### src/rtl/hdmi_packet_pkg.sv
`default_nettype none
// +------------------------------------------------------------------+
// | hdmi_packet_pkg : shared constants and BCH step for data islands |
// | Rev 1.0                                                          |
// +------------------------------------------------------------------+
package hdmi_packet_pkg;

  localparam logic [7:0] BCH_POLY      = 8'h83;
  localparam int         HEADER_BITS   = 24;
  localparam int         SUB_BITS      = 56;
  localparam int         PACKET_PIXELS = 32;

  // One serial step of the BCH remainder for G(x)=1+x^6+x^7+x^8.
  function automatic logic [7:0] bch_step(input logic [7:0] ecc, input logic data_bit);
    logic f;
    f = ecc[0] ^ data_bit;
    return (ecc >> 1) ^ (f ? BCH_POLY : 8'h00);
  endfunction

endpackage
`default_nettype wire

### src/rtl/bch_lfsr.sv
`default_nettype none
// +------------------------------------------------------------------+
// | bch_lfsr : BCH parity accumulator, BITS_PER_STEP bits per clock   |
// | Rev 1.0                                                          |
// +------------------------------------------------------------------+
module bch_lfsr
  import hdmi_packet_pkg::*;
#(
  parameter int BITS_PER_STEP = 1
) (
  input  logic                     clk_pixel,
  input  logic                     reset,
  input  logic                     clear,
  input  logic                     advance,
  input  logic [BITS_PER_STEP-1:0] data,
  output logic [7:0]               ecc
);

  logic [7:0] ecc_q;
  logic [7:0] ecc_d;

  // Clear and advance together start a fresh remainder from zero.
  always_comb begin
    ecc_d = clear ? 8'h00 : ecc_q;
    if (advance) begin
      for (int i = 0; i < BITS_PER_STEP; i++) begin
        ecc_d = bch_step(ecc_d, data[i]);
      end
    end
  end

  always_ff @(posedge clk_pixel) begin
    if (reset) begin
      ecc_q <= 8'h00;
    end else begin
      ecc_q <= ecc_d;
    end
  end

  assign ecc = ecc_q;

endmodule
`default_nettype wire

### src/rtl/packet_assembler.sv
`default_nettype none
// +------------------------------------------------------------------+
// | packet_assembler : serialises one HDMI data-island packet per 32  |
// | pixels with BCH parity. Option: PACKET_ASSEMBLER_STATS_EN.        |
// | Rev 1.0                                                          |
// +------------------------------------------------------------------+
module packet_assembler
  import hdmi_packet_pkg::*;
(
  input  logic                          clk_pixel,
  input  logic                          reset,
  input  logic                          data_island_period,
  input  logic [HEADER_BITS-1:0]        header,
  input  logic [3:0][SUB_BITS-1:0]      sub,
  output logic                          packet_enable,
  output logic [4:0]                    packet_pixel_counter,
  output logic [8:0]                    packet_data
`ifdef PACKET_ASSEMBLER_STATS_EN
  ,
  output logic [15:0]                   packets_sent,
  output logic [7:0]                    packets_aborted
`endif
);

  localparam logic [4:0] C_LAST_PIXEL = 5'(PACKET_PIXELS - 1);

  logic [4:0]                   counter_q, counter_d;
  logic [HEADER_BITS-1:0]       hdr_q;
  logic [3:0][SUB_BITS-1:0]     sub_q;
  logic [8:0]                   data_q, data_d;

  logic                         capture;
  logic                         hdr_phase;
  logic                         sub_phase;
  logic                         lfsr_clear;
  logic [HEADER_BITS-1:0]       hdr_sel;
  logic [3:0][SUB_BITS-1:0]     sub_sel;
  logic [7:0]                   ecc_h;
  logic [7:0]                   ecc_s [4];

  // Pixel 0 reads the live inputs; the snapshot only becomes visible at pixel 1.
  assign capture    = data_island_period && (counter_q == 5'd0);
  assign hdr_sel    = capture ? header : hdr_q;
  assign sub_sel    = capture ? sub : sub_q;
  assign hdr_phase  = counter_q < 5'(HEADER_BITS);
  assign sub_phase  = counter_q < 5'(SUB_BITS / 2);
  assign lfsr_clear = !data_island_period || capture;

  bch_lfsr #(.BITS_PER_STEP(1)) u_bch_hdr (
    .clk_pixel (clk_pixel),
    .reset     (reset),
    .clear     (lfsr_clear),
    .advance   (data_island_period && hdr_phase),
    .data      (hdr_sel[counter_q]),
    .ecc       (ecc_h)
  );

  for (genvar k = 0; k < 4; k++) begin : g_sub
    bch_lfsr #(.BITS_PER_STEP(2)) u_bch_sub (
      .clk_pixel (clk_pixel),
      .reset     (reset),
      .clear     (lfsr_clear),
      .advance   (data_island_period && sub_phase),
      .data      ({sub_sel[k][{counter_q, 1'b1}], sub_sel[k][{counter_q, 1'b0}]}),
      .ecc       (ecc_s[k])
    );
  end

  always_comb begin
    counter_d = 5'd0;
    data_d    = 9'h000;
    if (data_island_period) begin
      counter_d = counter_q + 5'd1;
      data_d[0] = hdr_phase ? hdr_sel[counter_q] : ecc_h[counter_q[2:0]];
      for (int k = 0; k < 4; k++) begin
        data_d[1+k] = sub_phase ? sub_sel[k][{counter_q, 1'b0}]
                                : ecc_s[k][{counter_q[1:0], 1'b0}];
        data_d[5+k] = sub_phase ? sub_sel[k][{counter_q, 1'b1}]
                                : ecc_s[k][{counter_q[1:0], 1'b1}];
      end
    end
  end

  always_ff @(posedge clk_pixel) begin
    if (reset) begin
      counter_q <= 5'd0;
      data_q    <= 9'h000;
      hdr_q     <= '0;
      sub_q     <= '0;
    end else begin
      counter_q <= counter_d;
      data_q    <= data_d;
      if (capture) begin
        hdr_q <= header;
        sub_q <= sub;
      end
    end
  end

  assign packet_enable        = data_island_period && (counter_q == C_LAST_PIXEL);
  assign packet_pixel_counter = counter_q;
  assign packet_data          = data_q;

`ifdef PACKET_ASSEMBLER_STATS_EN
  logic [15:0] sent_q;
  logic [7:0]  aborted_q;

  always_ff @(posedge clk_pixel) begin
    if (reset) begin
      sent_q    <= 16'h0000;
      aborted_q <= 8'h00;
    end else begin
      if (packet_enable) begin
        sent_q <= sent_q + 16'h0001;
      end
      if (!data_island_period && (counter_q != 5'd0) && (aborted_q != 8'hFF)) begin
        aborted_q <= aborted_q + 8'h01;
      end
    end
  end

  assign packets_sent    = sent_q;
  assign packets_aborted = aborted_q;
`endif

endmodule
`default_nettype wire

### config.mk
export PLATFORM = sky130hd
export DESIGN_NAME = packet_assembler
export DESIGN_NICKNAME = d
export VERILOG_FILES = /design/src/rtl/hdmi_packet_pkg.sv /design/src/rtl/bch_lfsr.sv /design/src/rtl/packet_assembler.sv
export SDC_FILE = /design/constraint.sdc
export NUM_CORES = 1
export LEC_CHECK = 0
export BUFFER_PORTS_ARGS = -buffer_cell sky130_fd_sc_hd__buf_2
export CAP_MARGIN = 20
export CORE_MARGIN = 3
export CORE_UTILIZATION = 51
export CTS_CLUSTER_DIAMETER = 100
export DETAILED_ROUTE_END_ITERATION = 8
export HOLD_SLACK_MARGIN = 0.05
export PLACE_DENSITY = 0.77
export SYNTH_ARGS = -nofsm -noshare
export SYNTH_HDL_FRONTEND = slang
export SYNTH_SLANG_ARGS = --single-unit
### constraint.sdc
create_clock -name clk_pixel -period 3.85 [get_ports clk_pixel]
set_input_delay 0 -clock clk_pixel [delete_from_list [all_inputs] [get_ports clk_pixel]]
set_output_delay 0 -clock clk_pixel [all_outputs]
set_load 0.02 [all_outputs]
==> metrics <==
Setup Skew=12.1 ps; Startpoint Class=flip-flop; post-route setup TNS=0 ps; syn avg cell area=8.78 µm²; crit path time final=3660 ps; number of remaining DRC errors=0; drt first pass iters=5; setup violation total in the final timing report=0; area delta synth->final=36.8%; buffers inserted by post-CTS timing repair=0; grt total ovfl=0; Die Area=0.0304 mm²; DPL Wire Length=31800 µm; power density cells=407 mW/mm²; Post-DRT Antenna Nets=0; initial drt markers=1626; via/cell ratio=6.01; H-tree depth=2; number of global-route vias before repair=15.5k; Hold Path Class=in -> reg; Placer Congestion=0.908; Worst setup EP type=flip-flop; initial antenna violation count=4; wire length of the first global-routing pass=83100 µm; port bufs=265; Final WS setup=194 ps; Area contributors post-synth=dfxtp_1 42%, mux4_2 14%, nand2_1 11%, a21oi_1 9.1%, mux2i_1 3.4%; Synth Warn #=0; layout cell share with drive strength beyond 1=22.7%; Synth async-reset ratio=0%; WP data arrival=4060 ps; mapped cell area=0.0145 mm²; clock buffer depth=3; # IOs=266; WL final=53100 µm; core area=0.0279 mm²; Crit Path Class=reg -> reg; max_slew headroom=20.0%; max-slew violation count=0; CTS clk-pin slew, worst paths=60 ps; Worst R2R End=g_sub[1].u_bch_sub.ecc[1]; EDFF count, synth=0; nets=2374; via count of the routed design=15.2k; Critical Path Source=packet_pixel_counter[3]; Sequential Area=0.00605 mm²; register area share after synthesis=41.8%; crit path capture=g_sub[1].u_bch_sub.ecc[1]; largest net degree at the start of global routing=163; syn_nets=1902; status=finished clean; Fillers=1921; critical path fanouts, max=16; area leader, netlist=dfxtp_1; count leader, synth=nand2_1; Num CTS Buffers=34; Clk Tree Root Cell=clkbuf_16; Mapped Cells=1648; Die Span Y=174 µm; Max Clk Rate=273 MHz; cells along the critical path=buf_4 > nand2_1 > nor2_1 > a22oi_1 > and4_1 > a31oi_1 > xor2_1 > xnor2_1 > a22o_1; CTS tree=yes; MaxCap Viol Count=0; flops & latches, synth=302; prevailing post-synth register cell=dfxtp_1; FF-to-FF path depth=9; Commonest cells post-synth=442 x nand2_1, 302 x dfxtp_1, 263 x a21oi_1; DR WL/cell=21.0 µm; RR Startpoint=packet_pixel_counter[3]; R2R setup slack=190 ps; Starting Density=51.9%; Final Hold Viols=0; worst path required time=4250 ps; area taken by multi-input logic gates=0.00784 mm²; VDD IR max=0.000433 V; RSZ-0062 raised after global routing=no; share of the synthesized area in the top cell type=41.8%; period utilization=95.0%; LEAKAGE=0.00803 µW; worst-margin pin slew=1200 ps; slowest CP cell=nor2_1; pre-CTS WS=369 ps; Yosys cell types=65; GRT Total Usage=34.1%; crit-path max cell delay=910 ps; die width=174 µm; Worst-Skew Late Latency=510 ps; Clock Sinks=302; Rows=61
-- power by group --
part	internal (µW)	switching (µW)
sequential	3310	98.0
clock	1900	1320
combinational	702	722
total	5920	2140
-- layout by cell type, fill, tap and decap left out, types with 38 or more instances in the layout --
cell           instances
dfxtp_1              300
dlygate4sd3_1        248
a21oi_1              263
nor2_1                94
nand3_1               38
mux4_2                87
buf_4                 50
nand2_1              442
mux2i_1               49
buf_2                264
-- metal layers --
layer | part of all wire [%] | global-route usage [%] | vias up
li1 | - | - | 6737
met1 | 35 | 40.2 | 7075
met2 | 48 | 56.7 | 1090
met3 | 10 | 7.93 | 302
met4 | 6.9 | 20.7 | 0
met5 | 0 | 0 | -
-- stage by stage --
| step | hold WS [ps] | power [µW] | cell area (µm²) | util [%] | instances |
|---|---|---|---|---|---|
| final | 167 | 8060 | 19800 | 71.1 | 2530 |
| after global routing | 232 | 8320 | 19800 | 71.0 | 2527 |
| after CTS | 195 | 8000 | 19800 | 71.0 | 2522 |
| after detailed placement | 249 | 4620 | 16200 | 58.1 | 2213 |
| after global placement | 245 | 4590 | 16200 | 58.1 | 2213 |
| after floorplan | 136 | 4230 | 14500 | - | 1648 |
-- state kept, by name, summed over array words and instances, names as in the netlist --
signal	cells
packet_pixel_counter	5
g_sub.u_bch_sub.ecc	32
u_bch_hdr.ecc	8
sub_q	224
hdr_q	24
packet_data	9
-- worst min-delay path by stage --
stage                            start  cells past startpoint                         to
finish                           reset                      2  g_sub[1].u_bch_sub.ecc[6]
global route        data_island_period                      4                  sub_q[31]
CTS                 data_island_period                      4                  hdr_q[13]
detailed placement            sub[176]                      3                 sub_q[176]
global placement              sub[132]                      3                 sub_q[132]
floorplan                     sub[137]                      2                 sub_q[137]
-- repair_timing --
item	in CTS	in global routing
hold endpoints to repair	248	0
hold buffers	248	0
gates resized for setup	0	0
endpoints found under the setup margin	0	0
-- cell families after synthesis --
group           Yosys count  share of synthesized area [%]
simple gates            642                           18.7
fa+ha+maj                 3                          0.259
mux                     144                           17.6
buf+inv                 140                           4.12
xor+xnor                 35                           2.27
compound gates          382                           15.3
flops                   302                           41.8
-- worst max-delay path: cells and delay by family, from the launching register on --
| family | cells | cell delay [ps] |
|---|---|---|
| AND/OR/NAND/NOR | 3 | 1380 |
| AO/OA/AOI/OAI | 3 | 980 |
| flip-flops | 1 | 470 |
| XOR/XNOR | 2 | 400 |
| buffers and inverters | 1 | 300 |
-- final cells by class --
type,instances,share of cell area (%)
antenna,7,0.0885
tap,378,2.39
inverter,8,0.152
multi-input combinational,1206,39.6
clock buffer,51,5.14
clock inverter,10,0.411
timing repair buffer,568,21.7
sequential,302,30.6
Note: power is estimated with default switching activity, not from simulation.
